## config.mk

```make
export PLATFORM = sky130hd
export DESIGN_NAME = clk_rst_seq_flat
export DESIGN_NICKNAME = d
export VERILOG_FILES = /design/src/rtl/clk_rst_seq_if.sv /design/src/rtl/clk_rst_seq.sv /design/src/flat_wrapper.sv
export SDC_FILE = /design/constraint.sdc
export NUM_CORES = 1
export LEC_CHECK = 0
export BUFFER_PORTS_ARGS = -buffer_cell sky130_fd_sc_hd__buf_2
export CAP_MARGIN = 20
export CORE_ASPECT_RATIO = 1.4
export CORE_MARGIN = 3
export CORE_UTILIZATION = 52
export CTS_BUF_LIST = sky130_fd_sc_hd__clkbuf_8 sky130_fd_sc_hd__clkbuf_16
export CTS_CLUSTER_SIZE = 12
export DETAILED_ROUTE_END_ITERATION = 8
export GPL_ROUTABILITY_DRIVEN = 0
export PLACE_DENSITY = 0.75
export SYNTH_ARGS = -nofsm -noshare
export SYNTH_HDL_FRONTEND = slang
export SYNTH_SLANG_ARGS = --single-unit
```

## constraint.sdc

```tcl
create_clock -name i_clk -period 2.8 [get_ports i_clk]
set_input_delay 0.84 -clock i_clk [delete_from_list [all_inputs] [get_ports i_clk]]
set_output_delay 0.84 -clock i_clk [all_outputs]
set_load 0.03 [all_outputs]
```

## src/rtl/clk_rst_seq_if.sv

```systemverilog
// -----------------------------------------------------------------------------
// clk_rst_seq_if
//   Bundles the board-side clocking signals of the reset sequencer.
//   The sequencer uses the master modport and the board/MMCM side uses the slave modport.
//
//   locked     MMCM/DCM lock. Asynchronous to the sequencer clock.
//   mmcm_rst   reset pulse to the MMCM/DCM.
//   rst_out    per-channel active-high resets. Bit 0 is released first.
//   ready      all channels released and lock held.
//   state      sequencer state code: 0 RST_MMCM, 1 WAIT_LOCK, 2 STABLE, 3 RELEASE, 4 RUN.
//   retries    lock-timeout retry count. Saturates at 255.
//   loss_cnt   lock-loss event count. Saturates at 255.
//   lock_loss  one-cycle pulse for each lock-loss event.
// -----------------------------------------------------------------------------
interface clk_rst_seq_if #(
  parameter int NCH = 4
);
  logic           locked;
  logic           mmcm_rst;
  logic [NCH-1:0] rst_out;
  logic           ready;
  logic [2:0]     state;
  logic [7:0]     retries;
  logic [7:0]     loss_cnt;
  logic           lock_loss;

  modport master (
    input  locked,
    output mmcm_rst, rst_out, ready, state, retries, loss_cnt, lock_loss
  );

  modport slave (
    output locked,
    input  mmcm_rst, rst_out, ready, state, retries, loss_cnt, lock_loss
  );
endinterface

```

## src/rtl/clk_rst_seq.sv

```systemverilog
// -----------------------------------------------------------------------------
// clk_rst_seq
//   Clock bring-up and reset sequencer. It runs on the free-running reference
//   clock and performs these steps:
//     1. Pulses the MMCM reset.
//     2. Waits for lock, and retries after a timeout.
//     3. Qualifies the lock for a fixed number of cycles.
//     4. Releases NCH downstream resets in a staggered order, starting with bit 0.
//   If the lock drops during release or run, all resets are forced back on and
//   the whole sequence starts again.
//
//   i_clk    free-running reference clock
//   i_rst    synchronous, active-high reset
//   io_seq   clk_rst_seq_if.master (locked in; all other signals out, all registered)
// -----------------------------------------------------------------------------
module clk_rst_seq #(
  parameter int NCH          = 4,
  parameter int RST_CYCLES   = 256,
  parameter int LOCK_TIMEOUT = 65536,
  parameter int LOCK_STABLE  = 1024,
  parameter int STAGGER      = 16
) (
  input  logic                i_clk,
  input  logic                i_rst,
  clk_rst_seq_if.master       io_seq
);

  localparam int MAX_AB  = (RST_CYCLES  > LOCK_TIMEOUT) ? RST_CYCLES  : LOCK_TIMEOUT;
  localparam int MAX_CD  = (LOCK_STABLE > STAGGER)      ? LOCK_STABLE : STAGGER;
  localparam int MAX_CYC = (MAX_AB > MAX_CD) ? MAX_AB : MAX_CD;
  localparam int CW      = $clog2(MAX_CYC) + 1;
  localparam int IW      = (NCH > 1) ? $clog2(NCH) : 1;

  localparam logic [CW-1:0] C_RST_LAST  = CW'(RST_CYCLES - 1);
  localparam logic [CW-1:0] C_TO_LAST   = CW'(LOCK_TIMEOUT - 1);
  localparam logic [CW-1:0] C_STB_LAST  = CW'(LOCK_STABLE - 1);
  localparam logic [CW-1:0] C_STG_LAST  = CW'(STAGGER - 1);
  localparam logic [IW-1:0] C_IDX_LAST  = IW'(NCH - 1);

  typedef enum logic [2:0] {
    ST_RST_MMCM  = 3'd0,
    ST_WAIT_LOCK = 3'd1,
    ST_STABLE    = 3'd2,
    ST_RELEASE   = 3'd3,
    ST_RUN       = 3'd4
  } state_t;

  state_t          r_state,     w_state_nxt;
  logic [CW-1:0]   r_cnt,       w_cnt_nxt;
  logic [IW-1:0]   r_idx,       w_idx_nxt;
  logic [NCH-1:0]  r_rst_out,   w_rst_out_nxt;
  logic            r_ready,     w_ready_nxt;
  logic [7:0]      r_retries,   w_retries_nxt;
  logic [7:0]      r_loss_cnt,  w_loss_cnt_nxt;
  logic            r_lock_loss, w_lock_loss_nxt;
  logic            r_mmcm_rst;
  logic            r_lk_meta, r_lk_s;

  // Next-state and next-output logic.
  always_comb begin
    // NOTE: every variable gets a default first. Otherwise a branch that does not
    // assign a variable would infer a latch.
    w_state_nxt     = r_state;
    w_cnt_nxt       = r_cnt;
    w_idx_nxt       = r_idx;
    w_rst_out_nxt   = r_rst_out;
    w_ready_nxt     = r_ready;
    w_retries_nxt   = r_retries;
    w_loss_cnt_nxt  = r_loss_cnt;
    w_lock_loss_nxt = 1'b0;

    case (r_state)
      ST_RST_MMCM: begin
        if (r_cnt == C_RST_LAST) begin
          w_state_nxt = ST_WAIT_LOCK;
          w_cnt_nxt   = '0;
        end else begin
          w_cnt_nxt = r_cnt + CW'(1);
        end
      end

      ST_WAIT_LOCK: begin
        if (r_lk_s) begin
          w_state_nxt = ST_STABLE;
          w_cnt_nxt   = '0;
        end else if (r_cnt == C_TO_LAST) begin
          w_state_nxt   = ST_RST_MMCM;
          w_cnt_nxt     = '0;
          w_retries_nxt = (r_retries == 8'hFF) ? r_retries : r_retries + 8'd1;
        end else begin
          w_cnt_nxt = r_cnt + CW'(1);
        end
      end

      ST_STABLE: begin
        // A lock dropout while qualifying the lock is not a timeout, so RETRIES is left alone.
        if (!r_lk_s) begin
          w_state_nxt = ST_WAIT_LOCK;
          w_cnt_nxt   = '0;
        end else if (r_cnt == C_STB_LAST) begin
          w_state_nxt = ST_RELEASE;
          w_cnt_nxt   = '0;
          w_idx_nxt   = '0;
        end else begin
          w_cnt_nxt = r_cnt + CW'(1);
        end
      end

      ST_RELEASE: begin
        // Lock loss is tested first so that it overrides a coincident release step.
        if (!r_lk_s) begin
          w_state_nxt     = ST_RST_MMCM;
          w_cnt_nxt       = '0;
          w_rst_out_nxt   = '1;
          w_ready_nxt     = 1'b0;
          w_lock_loss_nxt = 1'b1;
          w_loss_cnt_nxt  = (r_loss_cnt == 8'hFF) ? r_loss_cnt : r_loss_cnt + 8'd1;
        end else if (r_cnt == C_STG_LAST) begin
          w_rst_out_nxt[r_idx] = 1'b0;
          w_idx_nxt            = r_idx + IW'(1);
          w_cnt_nxt            = '0;
          if (r_idx == C_IDX_LAST) begin
            w_state_nxt = ST_RUN;
            w_ready_nxt = 1'b1;
          end
        end else begin
          w_cnt_nxt = r_cnt + CW'(1);
        end
      end

      ST_RUN: begin
        if (!r_lk_s) begin
          w_state_nxt     = ST_RST_MMCM;
          w_cnt_nxt       = '0;
          w_rst_out_nxt   = '1;
          w_ready_nxt     = 1'b0;
          w_lock_loss_nxt = 1'b1;
          w_loss_cnt_nxt  = (r_loss_cnt == 8'hFF) ? r_loss_cnt : r_loss_cnt + 8'd1;
        end
      end

      default: begin
        w_state_nxt = ST_RST_MMCM;
        w_cnt_nxt   = '0;
      end
    endcase
  end

  // State register, output registers and lock synchronizer.
  always_ff @(posedge i_clk) begin
    // NOTE: reset is synchronous, so i_rst is tested inside the clocked block
    // and is not in the sensitivity list.
    if (i_rst) begin
      r_state     <= ST_RST_MMCM;
      r_cnt       <= '0;
      r_idx       <= '0;
      r_rst_out   <= '1;
      r_ready     <= 1'b0;
      r_retries   <= 8'd0;
      r_loss_cnt  <= 8'd0;
      r_lock_loss <= 1'b0;
      r_mmcm_rst  <= 1'b1;
      r_lk_meta   <= 1'b0;
      r_lk_s      <= 1'b0;
    end else begin
      // NOTE: non-blocking assignments. Every flop samples the value from before
      // the clock edge, and the synchronizer chain depends on this.
      r_state     <= w_state_nxt;
      r_cnt       <= w_cnt_nxt;
      r_idx       <= w_idx_nxt;
      r_rst_out   <= w_rst_out_nxt;
      r_ready     <= w_ready_nxt;
      r_retries   <= w_retries_nxt;
      r_loss_cnt  <= w_loss_cnt_nxt;
      r_lock_loss <= w_lock_loss_nxt;
      // Registered from the next state, so MMCM_RST matches STATE==RST_MMCM on every cycle.
      r_mmcm_rst  <= (w_state_nxt == ST_RST_MMCM);
      r_lk_meta   <= io_seq.locked;
      r_lk_s      <= r_lk_meta;
    end
  end

  assign io_seq.mmcm_rst  = r_mmcm_rst;
  assign io_seq.rst_out   = r_rst_out;
  assign io_seq.ready     = r_ready;
  assign io_seq.state     = r_state;
  assign io_seq.retries   = r_retries;
  assign io_seq.loss_cnt  = r_loss_cnt;
  assign io_seq.lock_loss = r_lock_loss;

endmodule

```

## src/flat_wrapper.sv

```systemverilog
// flat-port wrapper written by rule: the top's interface ports become plain ports
module clk_rst_seq_flat 
#(
  parameter int NCH          = 4,
  parameter int RST_CYCLES   = 256,
  parameter int LOCK_TIMEOUT = 65536,
  parameter int LOCK_STABLE  = 1024,
  parameter int STAGGER      = 16
)
  (i_clk, i_rst, io_seq_locked, io_seq_mmcm_rst, io_seq_rst_out, io_seq_ready, io_seq_state, io_seq_retries, io_seq_loss_cnt, io_seq_lock_loss);
  clk_rst_seq_if #(.NCH(NCH)) io_seq_i ();
  input  logic i_clk;
  input  logic i_rst;
  input wire logic [$bits(io_seq_i.locked)-1:0] io_seq_locked;
  output wire logic [$bits(io_seq_i.mmcm_rst)-1:0] io_seq_mmcm_rst;
  output wire logic [$bits(io_seq_i.rst_out)-1:0] io_seq_rst_out;
  output wire logic [$bits(io_seq_i.ready)-1:0] io_seq_ready;
  output wire logic [$bits(io_seq_i.state)-1:0] io_seq_state;
  output wire logic [$bits(io_seq_i.retries)-1:0] io_seq_retries;
  output wire logic [$bits(io_seq_i.loss_cnt)-1:0] io_seq_loss_cnt;
  output wire logic [$bits(io_seq_i.lock_loss)-1:0] io_seq_lock_loss;
  assign io_seq_i.locked = io_seq_locked;
  assign io_seq_mmcm_rst = io_seq_i.mmcm_rst;
  assign io_seq_rst_out = io_seq_i.rst_out;
  assign io_seq_ready = io_seq_i.ready;
  assign io_seq_state = io_seq_i.state;
  assign io_seq_retries = io_seq_i.retries;
  assign io_seq_loss_cnt = io_seq_i.loss_cnt;
  assign io_seq_lock_loss = io_seq_i.lock_loss;
  clk_rst_seq #(.NCH(NCH), .RST_CYCLES(RST_CYCLES), .LOCK_TIMEOUT(LOCK_TIMEOUT), .LOCK_STABLE(LOCK_STABLE), .STAGGER(STAGGER)) u_core (.i_clk(i_clk), .i_rst(i_rst), .io_seq(io_seq_i));
endmodule
```

==> results.txt, run 1 <==
The number of antenna diodes in the final layout is 0. The final routed wirelength across all metal layers came out at 4.73 mm. Clock tree synthesis inserted a total of 5 buffers. The smallest hold slack came out at ~0.45 ns.

Counting along the longest clock path gives a buffer depth of 2. The net count after synthesis is 290. The final setup skew is between 0.006 and 0.007 ns. STA classifies the critical path endpoint as a register.

Setup repair after global routing left no endpoint under its margin. Clock tree synthesis selected as its root buffer the cell sky130_fd_sc_hd__clkbuf_8. Walking the worst path, the cells encountered are ha_1, and4_1, nand3_1, or2_2, nor2_2, nand3_1, inv_1, ha_1, nand2b_2, a41oi_4, buf_4, nand3_1, o311ai_0.

The wire length of the first global-routing pass is 8.27 mm. The synthesis-to-finish area growth is 16.0%. The gate count after technology mapping came out at between 200 and 300.

The number of antenna violations at the first check in global routing came out at 0. The full die area came out at between 5000 and 6000 um2. The horizontal extent of the die came out at between 60 and 70 um. VDD sags by at most roughly 0.23 mV.

Setup violations remaining at the end of the flow were counted as 0. Counting stages on the worst path, the most repeated cell is sky130_fd_sc_hd__nand3_1. The setup total negative slack is 0 ns.

The boundary pin count came out at 29. The overall via count from detail_route is 2,076. The top cell types in the final layout, fill and taps aside, are sky130_fd_sc_hd__dfxtp_1 (46), sky130_fd_sc_hd__nor2_1 (31), sky130_fd_sc_hd__nand2_1 (28), sky130_fd_sc_hd__buf_2 (28), sky130_fd_sc_hd__nand3_1 (20). The flip-flop and latch count after synthesis came out at 47. STA puts the critical path data arrival time at about 2.7 ns. Across all setup checks in the final design, the least slack found is between 0.2 and 0.25 ns. The via density per instance came out at 5.46. The worst setup slack after placement is roughly 0.019 ns. The routed wirelength normalized by instance count is 12.5 um. For this run, the total global-route usage over all layers was measured as between 10% and 20%. The async set or reset register ratio after synthesis came out at 0%. Sequential cells were found to cover roughly two fifths of the synthesized design area. The critical path is of the reg -> reg type. The slew at the pin with the worst max-slew slack came out at 0.406 ns. The largest fanout on the critical path is 7. The overall power of the completed layout came out at about 1.1 mW. The final critical delay including setup and external delays is 2.57 ns. TritonCTS built the clock tree. The final net count is around 330. The detailed-routing iteration count for the pre-antenna-repair pass came out at 4. The layout has 377 filler cells. In this run, post-CTS hold repair placed 0 buffers.

The remaining max-slew budget at the tightest pin came out at between 70% and 80%. Entering global routing, the biggest net connects 19 pins. Each instance of the synthesized netlist takes up on average roughly 8.6 um2. The count of different cell masters after synthesis came out at 50. The leakage power of the design is 1.10 nW. The fraction of final layout cells with drive strength greater than 1 is around a fifth. The via count of the first global-routing pass came out at between 1,500 and 2,000. The post-detailed-placement half-perimeter wirelength came out at between 3 and 4 mm.

The cell with the biggest individual delay on the critical path is sky130_fd_sc_hd__dfxtp_2. The H-tree depth is 2. The final non-filler cell area is around 2800 um2.

The classification of the worst-slack hold path is reg -> reg. The cell area that synthesis handed to floorplanning was about 2400 um2. The total count of hold-check failures in the final report is 0. The required time at the endpoint of the critical path is approximately 3.0 ns.

The area of placed instances came out at approximately 2600 um2. The largest stage delay on the critical path is between 0.3 and 0.4 ns. The ratio of total power to cell area is ~400 nW/um2.

The starting density of the core is between 50 and 60%. The number of buffer and inverter stages on the critical path is 2. The count of antenna-violating nets left after detailed routing is 0. The run finished with clean final reports. Max-cap violations in this run came to 0.

The core region area is 4310 um2. The library cell used most frequently in the layout, excluding fill and tap cells, is sky130_fd_sc_hd__dfxtp_1. The number of slew-limit violations in the final report is 0. The initialized floorplan defines 28 standard-cell rows.

The number of enable-type register cells in the synthesized netlist came out at 0. The worst setup path is launched from a register. The detailed router finished its first iteration with 98 violations. The achievable clock frequency came out at roughly 400 MHz. The die boundary height came out at roughly 86 um. The CTS sink count is 47. Clock-pin slew was measured on the worst setup and hold paths at around 0.080 ns. The kind of cell with the highest combined delay along the critical path is simple AND/OR/NAND/NOR gates. The most used flip-flop cell after synthesis is sky130_fd_sc_hd__dfxtp_1. The clock latency on the worst-skew pair is slightly below 0.3 ns. The final worst-path cycle share is approximately nine tenths. The count of unresolved DRC violations after routing came out at 0. The yosys synthesis warning count came out at 0. The total of buffers placed on input and output ports came out at 28. Summed over all layers, the global routing overflow is 0.
==> per-stage QoR <==
stage                     util [%]  cells
after floorplan                  -    278
after detailed placement      61.1    369
after global routing          64.1    380
after CTS                     63.3    377
final                         64.1    380
after global placement        61.1    369
==> power breakdown <==
part	total, mW	internal, mW	switching (mW)
registers	0.677	0.673	0.00400
clock network	0.385	0.171	0.214
logic	0.0376	0.0160	0.0215
==> layer usage <==
layer / track usage (%) / vias up / wire, um
met5: 0 / - / 0
met4: 9.84 / 0 / 106
met1: 22.1 / 957 / 2020
li1: - / 1060 / -
met2: 31.9 / 48 / 2390
met3: 3.80 / 11 / 214
==> cell families (layout without fill, tap and decap cells) <==
family	after synthesis	count (layout)	share of synthesized area, %
DFF	47	47	39.6
buffers and inverters	24	66	4.52
and+or+nand+nor	131	131	29.6
AOI/OAI and AO/OA	48	48	14.3
muxes	5	5	2.10
adders and majority gates	9	9	4.73
xor gates and xnor gates	14	14	5.15
==> flip-flops by register name (all words and copies together), names as in the netlist <==
signal,cells
u_core.io_seq.lock_loss,1
u_core.io_seq.retries,8
u_core.r_lk_s,1
u_core.io_seq.rst_out,4
u_core.io_seq.mmcm_rst,1
u_core.io_seq.ready,1
u_core.io_seq.state,3
u_core.r_idx,2
u_core.io_seq.loss_cnt,8
u_core.r_cnt,17
u_core.r_lk_meta,1
==> path summary, 6_finish.rpt <==
check	start	cells after the start	slack (ns)	to
worst min-delay path	u_core.r_lk_meta	1	0.45	u_core.r_lk_s
worst min register to register	u_core.r_lk_meta	1	0.45	u_core.r_lk_s
worst max-delay path	u_core.r_cnt[1]	13	0.23	u_core.r_cnt[12]
worst max register to register	u_core.r_cnt[1]	13	0.23	u_core.r_cnt[12]
==> cells in the mapped netlist (2+ instances only) <==
cell type	number	area share (%)
sky130_fd_sc_hd__xor2_1	10	3.7
sky130_fd_sc_hd__nor2_1	32	5.1
sky130_fd_sc_hd__nor3_1	4	0.84
sky130_fd_sc_hd__and3_1	7	1.8
sky130_fd_sc_hd__or3_1	6	1.6
sky130_fd_sc_hd__xnor2_1	4	1.5
sky130_fd_sc_hd__o21ai_1	2	0.42
sky130_fd_sc_hd__nand4_1	9	2.4
sky130_fd_sc_hd__and4_1	3	1.1
sky130_fd_sc_hd__nor2b_1	4	1.1
sky130_fd_sc_hd__inv_1	15	2.4
sky130_fd_sc_hd__o311ai_1	2	0.74
sky130_fd_sc_hd__o21ai_0	15	3.2
sky130_fd_sc_hd__nand2b_1	3	0.79
sky130_fd_sc_hd__dfxtp_1	47	40
sky130_fd_sc_hd__mux2i_1	5	2.1
sky130_fd_sc_hd__a22o_1	2	0.74
sky130_fd_sc_hd__nand2_1	28	4.4
sky130_fd_sc_hd__and2_1	2	0.53
sky130_fd_sc_hd__buf_2	2	0.42
sky130_fd_sc_hd__clkbuf_1	5	0.79
sky130_fd_sc_hd__nand3_1	20	4.2
sky130_fd_sc_hd__a31oi_1	2	0.53
sky130_fd_sc_hd__ha_1	9	4.7
sky130_fd_sc_hd__a21oi_1	9	1.9
sky130_fd_sc_hd__o311ai_0	3	1.1
sky130_fd_sc_hd__buf_6	2	0.95
sky130_fd_sc_hd__nand3b_1	4	1.3
==> layout make-up <==
class / instances / area, um2 / share of cell area, %
clock buffer: 5 / 68.8 / 2.49
multi-input combinational: 207 / 1350 / 48.9
tap: 60 / 75.1 / 2.72
inverter: 15 / 56.3 / 2.04
timing repair buffer: 43 / 253 / 9.16
clock inverter: 3 / 16.3 / 0.589
sequential: 47 / 942 / 34.1
==> what timing repair did <==
item,4_1_cts,5_1_grt
pin swaps,0,1
setup endpoints to repair,2,18
setup buffers,0,3
resized for setup,1,4
cloned,0,0
Note: power is estimated with default switching activity, not from simulation.
==> run 2: changes to the inputs <==
- CELL_PAD_IN_SITES_DETAIL_PLACEMENT: default -> 0
- CELL_PAD_IN_SITES_GLOBAL_PLACEMENT: default -> 1
- CORE_UTILIZATION: 52 -> 39
- PLACE_DENSITY: 0.75 -> default
- PLACE_DENSITY_LB_ADDON: default -> 0.1
==> results.txt, run 2 (synthesis results as in run 1) <==
The number of antenna violations at the first check in global routing was 0 (unchanged). The count of unresolved DRC violations after routing is 0 (unchanged). The final routed wirelength across all metal layers is 5.28 mm (+12%). The number of buffers inserted during clock tree synthesis is 5 (unchanged).

The synthesis-to-finish area growth is 19.6%. The full die area is 7090 um2 (+30%). The final instance count without filler cells is 392 (+3.2%). The core region area is 5900 um2 (+37%). The die boundary height came to 98.4 um (+14%). The final worst-path cycle share is 91.8% (about the same). The largest fanout on the critical path is 7 (unchanged). The library cells used most frequently in the layout, excluding fill and tap cells, are sky130_fd_sc_hd__dfxtp_1 (47), sky130_fd_sc_hd__nor2_1 (31), sky130_fd_sc_hd__nand2_1 (28), sky130_fd_sc_hd__buf_2 (28), sky130_fd_sc_hd__nand3_1 (20). The number of filler cells placed in the layout came out at 605 (+60%). The post-detailed-placement half-perimeter wirelength was 3.95 mm (+12%). The area of placed instances came out at 2670 um2 (+1.3%).

The overall power of the completed layout was 1.32 mW (+20%). STA classifies the critical path startpoint as a register. The run finished with clean final reports.

The wire length of the first global-routing pass is 9.23 mm (+12%). The critical path goes through ha_1, and4_1, nand3_1, or2_2, nor2_2, nand3_1, inv_1, ha_1, nand2b_2, a41oi_4, buf_6, nand3_1, o311ai_0. The total count of hold-check failures in the final report came out at 0 (unchanged).

The horizontal extent of the die was 72 um (+14%). The ratio of total power to cell area came out at 466 nW/um2 (+17%). The total overflow reported by the global router came out at 0 (unchanged). The number of cell rows is 33 (+18%).

The leakage power of the design came out at 1.13 nW (+3.0%). The achievable clock frequency came out at 389 MHz (about the same). The largest stage delay on the critical path is 0.35 ns (about the same). The starting density of the core came out at 40.3% (-15 points).

The H-tree depth came out at 2 (unchanged). The overall via count from detail_route is 2,058 (-0.87%). The count of antenna-violating nets left after detailed routing is 0 (unchanged). The via count of the first global-routing pass came out at 2,013 (+7.2%). The clock latency on the worst-skew pair is 0.30 ns (about the same). The max-cap violation count was 0 (unchanged).

TritonCTS built the clock tree. The pin count of the biggest net entering global routing is 22 (+3). Setup repair after global routing could not meet its margin everywhere. The classification of the worst-slack hold path is reg -> reg.

The cell internal power dissipation is 1.05 mW (+22%). The power dissipated by switching net loads is 278 uW (+16%). STA classifies the critical path endpoint as a register. The top register by number of flip-flops is u_core.r_cnt. The boundary pin count is 29 (unchanged). The required time at the endpoint of the critical path came to 2.98 ns (+0.02 ns). The final setup skew is 0.00482 ns (-0.00212 ns). The count of antenna diodes in the layout was 0 (unchanged). The critical path in this run is classified as reg -> reg. The smallest hold slack was 0.450 ns (+0.00255 ns). The largest individual stage delay along the critical path comes from the cell sky130_fd_sc_hd__dfxtp_1. The switching share of power is 21.0% (-0.85 points). The slew at the pin with the worst max-slew slack was 0.381 ns (-0.0250 ns). The final setup violation count was 0 (unchanged). The clock-pin transition on the worst setup and hold timing paths is 0.10 ns (+0.02 ns).

The routed wirelength normalized by instance count was 13.5 um (+8.2%). The final net count is 333 (+0.60%). The final non-filler cell area came out at 2850 um2 (+3.1%). The most numerous cell on the critical path is sky130_fd_sc_hd__nand3_1.

The total global-route track usage came out at 16.0% (-2.7 points). The flip-flop and latch area is 941 um2 (-0.13%). The number of slew-limit violations in the final report is 0 (unchanged). The signal arrival time at the worst endpoint came out at 2.75 ns (+0.02 ns).

The clock share of power came out at 45.8% (+11 points). The number of flip-flops in the largest register is 17 (unchanged). The final critical delay including setup and external delays came out at 2.57 ns (+0.00217 ns). The sequential share of power is 51.0% (-10 points). The detailed-routing iteration count for the pre-antenna-repair pass came out at 4 (unchanged). The clock root buffer is sky130_fd_sc_hd__clkbuf_8. The total of buffers placed on input and output ports is 28 (unchanged). The number of placed instances, taps included came out at 382 (+3.5%).

The via density per instance was 5.25 (-3.9%). Leaving out fill and tap cells, the most frequent cell in the layout is sky130_fd_sc_hd__dfxtp_1. The worst supply voltage drop on vdd is 0.278 mV (+19%).

The cts-stage hold buffer count is 0 (unchanged). The share of total power in combinational logic was 3.1% (-0.3 points). The CTS sink count came out at 47 (unchanged). The final standard cell utilization of the core came out at 48.2% (-16 points). The initial DRC count came to 116 (+18%). The area occupied by multi-input gates came out at 1350 um2 (unchanged). The remaining max-slew budget at the tightest pin is 74.4% (+1.6 points). The maximum count of clock buffers along a single path is 2 (unchanged). The fraction of final layout cells with drive strength greater than 1 came out at 21.4% (+0.49 points).
-- run 2: cell types whose count changed in the layout (fill, tap and decap cells not counted) --
cell                        delta
sky130_fd_sc_hd__clkinv_2      -1
sky130_fd_sc_hd__dfxtp_2       -1
sky130_fd_sc_hd__bufinv_16     +2
sky130_fd_sc_hd__dfxtp_1       +1
sky130_fd_sc_hd__buf_6         +2
sky130_fd_sc_hd__inv_1         -1
-- run 2: area by class of cell --
cell class	count	share of cell area [%]
flip-flops and latches	47	33.1
clock inverters	3	2.37
inverters	15	1.98
clock buffers	5	2.42
repair buffers	45	9.67
multi-input cells	207	47.4
well taps	70	3.08
-- run 2: timing repair --
item,CTS,global route
endpoints found under the setup margin,0,17
setup buffers,0,2
gates resized for setup,0,6
-- run 2: final timing paths --
kind / from / end / slack [ns] / cells after the start
setup / recovery: u_core.r_cnt[0] / u_core.r_cnt[12] / 0.23 / 13
hold / removal: u_core.r_lk_meta / u_core.r_lk_s / 0.45 / 1
setup reg to reg: u_core.r_cnt[0] / u_core.r_cnt[12] / 0.23 / 13
hold reg to reg: u_core.r_lk_meta / u_core.r_lk_s / 0.45 / 1
-- run 2: per-stage QoR --
stage | TNS [ns] | setup WS (ns)
floorplan | 0 | 0.167
global placement | 0 | 0.111
detailed placement | 0 | 0.0737
CTS | 0 | 0.0433
global route | -0.0507 | -0.0209
finish | 0 | 0.230
-- run 2: power by group through the flow --
stage / registers (mW) / clock network [mW] / logic [mW]
floorplan: 0.693 / 0 / 0.0217
global placement: 0.692 / 0 / 0.0399
detailed placement: 0.692 / 0 / 0.0392
CTS: 0.677 / 0.620 / 0.0398
global route: 0.677 / 0.641 / 0.0473
finish: 0.676 / 0.607 / 0.0415
-- run 2: critical path: cells and delay by family (launching register included) --
kind | cells | cell delay [ns]
simple gates | 7 | 1.17
flops | 1 | 0.35
fa+ha+maj | 2 | 0.34
compound gates | 2 | 0.31
buf+inv | 2 | 0.27
-- run 2: routing by layer --
layer | up-vias | global-route usage [%] | part of all wire, %
li1 | 1065 | - | -
met1 | 953 | 19.3 | 44
met2 | 35 | 28.3 | 51
met3 | 5 | 2.88 | 3.9
met4 | 0 | 5.21 | 1.5
met5 | - | 0 | 0
==> run 3: changes to the inputs <==
- PLACE_DENSITY: default -> 0.78
- PLACE_DENSITY_LB_ADDON: 0.1 -> default
- RECOVER_POWER: default -> 100
==> results.txt, run 3 (synthesis results as in run 1) <==
Tracing the worst setup path back leads to its startpoint at u_core.r_cnt[0]. The leakage power of the design came out at 0.966 nW (-14%). The met2 layer usage reported by global route is 28.8% (+0.57 points). In the layout the commonest cells are sky130_fd_sc_hd__dfxtp_1 (45), sky130_fd_sc_hd__nor2_1 (31), sky130_fd_sc_hd__clkbuf_1 (29). The H-tree depth is 2 (unchanged). The setup total negative slack is 0 ns (unchanged). The count of cells along the worst hold path came out at 1 (unchanged). The final worst-path cycle share came out at 90.4% (-1.4 points).

The number of flip-flops in the largest register came out at 17 (unchanged). The achievable clock frequency is 395 MHz (+1.5%). The maximum count of clock buffers along a single path was 2 (unchanged). The depth of the worst register-to-register path was 12 (-1). The slew at the pin with the worst max-slew slack is 0.579 ns (+0.199 ns). The worst min-delay path startpoint is u_core.r_lk_meta. The count of unresolved DRC violations after routing came out at 0 (unchanged). The remaining max-slew budget at the tightest pin came out at 61.4% (-13 points). The number of buffers inserted during clock tree synthesis came out at 5 (unchanged). The boundary pin count was 29 (unchanged). The path class of the tightest hold or removal check is reg -> reg.

The worst setup path is captured at a register. Ranked by flip-flop count, first place goes to u_core.r_cnt. The full die area came to 7090 um2 (unchanged). The total global-route track usage is 16.2% (+0.18 points). The number of antenna violations at the first check in global routing came to 0 (unchanged). The die boundary height is 98.4 um (unchanged).

The total count of hold-check failures in the final report came to 0 (unchanged). The clock latency on the worst-skew pair is 0.29 ns (about the same). The number of cell rows is 33 (unchanged). The final critical delay including setup and external delays is 2.53 ns (-0.0381 ns). The final non-filler cell area came out at 2670 um2 (-6.2%). The initial DRC count came out at 120 (+3.4%).

The worst setup slack after placement is 0.107 ns (+0.0333 ns). The synthesis-to-finish area growth is 12.2%. The largest fanout on the critical path is 5 (-2). The via density per instance is 5.35 (+1.9%). The required time at the endpoint of the critical path came out at 3.03 ns (+0.05 ns). The routing usage on met3 is 2.99% (+0.10 points). The wire length of the first global-routing pass came out at 9.15 mm (-0.82%). TritonCTS built the clock tree. The max-cap violation count was 0 (unchanged). The fraction of final layout cells with drive strength greater than 1 came out at 9.46% (-12 points). The count of antenna diodes in the layout came out at 0 (unchanged). The area of placed instances is 2630 um2 (-1.4%). The final routed wirelength across all metal layers is 5.34 mm (+1.2%). The worst register-to-register path begins at u_core.r_cnt[0]. Setup repair after global routing left no endpoint under its margin. Leaving out fill and tap cells, the most frequent cell in the layout is sky130_fd_sc_hd__dfxtp_1. The overall via count from detail_route came out at 2,071 (+0.63%).

The pin count of the biggest net entering global routing is 32 (+45%). The ratio of total power to cell area came to 411 nW/um2 (-12%). The final net count came out at 328 (-1.5%). The clock root buffer is sky130_fd_sc_hd__clkbuf_8. The number of slew-limit violations in the final report came to 0 (unchanged). The horizontal extent of the die is 72 um (unchanged). The minimum setup slack in the final design is 0.268 ns (+0.0381 ns). The number of placed instances, taps included was 377 (-1.3%). The busiest layer in global routing is met2. The sort of element at the start of the critical path is a register. The CTS sink count is 47 (unchanged).

The final instance count without filler cells is 387 (-1.3%). The total of buffers placed on input and output ports came out at 28 (unchanged). The total overflow reported by the global router is 0 (unchanged). The count of antenna-violating nets left after detailed routing is 0 (unchanged). The signal arrival time at the worst endpoint came out at 2.76 ns (about the same). The core region area was 5900 um2 (unchanged). The smallest hold slack is 0.434 ns (-0.0160 ns). The post-detailed-placement half-perimeter wirelength is 3.96 mm (+0.14%). The final setup skew came out at 0.00580 ns (+0.000980 ns). The detailed-routing iteration count for the pre-antenna-repair pass came to 4 (unchanged). The run finished with clean final reports. The routed wirelength normalized by instance count came out at 13.8 um (+2.5%).

The worst supply voltage drop on vdd came out at 0.196 mV (-29%). The clock-pin transition on the worst setup and hold timing paths came to 0.08 ns (-0.02 ns). The via count of the first global-routing pass was 1,976 (-1.8%). The met1 layer usage reported by global route is 18.5% (-0.79 points).

The starting density of the core is 40.3% (unchanged). The worst setup path is of the reg -> reg kind. The final setup violation count is 0 (unchanged).
run 3: timing repair:
item,CTS,global route
buffers inserted,0,2
hold buffers,0,0
endpoints found under the setup margin,0,18
resized for setup,0,7
run 3: path summary, 6_finish.rpt:
check	end	slack, ns
worst min-delay path	u_core.r_lk_s	0.43
worst min register to register	u_core.r_lk_s	0.43
worst max register to register	u_core.io_seq.retries[5]	0.27
worst max-delay path	u_core.io_seq.retries[5]	0.27
run 3: per-stage QoR:
| stage | util (%) | power [mW] |
|---|---|---|
| finish | 45.2 | 1.10 |
| floorplan | - | 0.715 |
| global route | 45.2 | 1.15 |
| CTS | 45.9 | 1.12 |
| detailed placement | 44.5 | 0.727 |
| global placement | 44.5 | 0.726 |
run 3: cell type report:
cell class,instances,area [um2]
timing repair buffer,40,186
inverter,15,56.3
tap,70,87.6
sequential,47,943
multi-input combinational,207,1310
clock buffer,5,68.8
clock inverter,3,12.5
fill,646,3240
run 3: metal layers:
metal | part of all wire (%) | routed length [um]
met1 | 42 | 2260
met2 | 53 | 2820
met3 | 3.2 | 173
met4 | 1.7 | 89
met5 | 0 | 0
run 3: worst max-delay path, stage by stage (launching register included):
cell and delay (ns):
sky130_fd_sc_hd__dfxtp_2 0.36, sky130_fd_sc_hd__ha_1 0.16, sky130_fd_sc_hd__and4_1 0.22, sky130_fd_sc_hd__nand3_1 0.11
sky130_fd_sc_hd__or2_4 0.29, sky130_fd_sc_hd__nor2_4 0.12, sky130_fd_sc_hd__nand3_1 0.12, sky130_fd_sc_hd__inv_1 0.08
sky130_fd_sc_hd__ha_1 0.18, sky130_fd_sc_hd__o211a_4 0.21, sky130_fd_sc_hd__nand4_4 0.14, sky130_fd_sc_hd__or3_1 0.34
sky130_fd_sc_hd__a21oi_1 0.14
run 3: report_power, final:
part           total, mW  internal, mW  switching (mW)
registers          0.678         0.673         0.00447
clock network      0.387         0.168           0.219
logic             0.0326        0.0122          0.0205
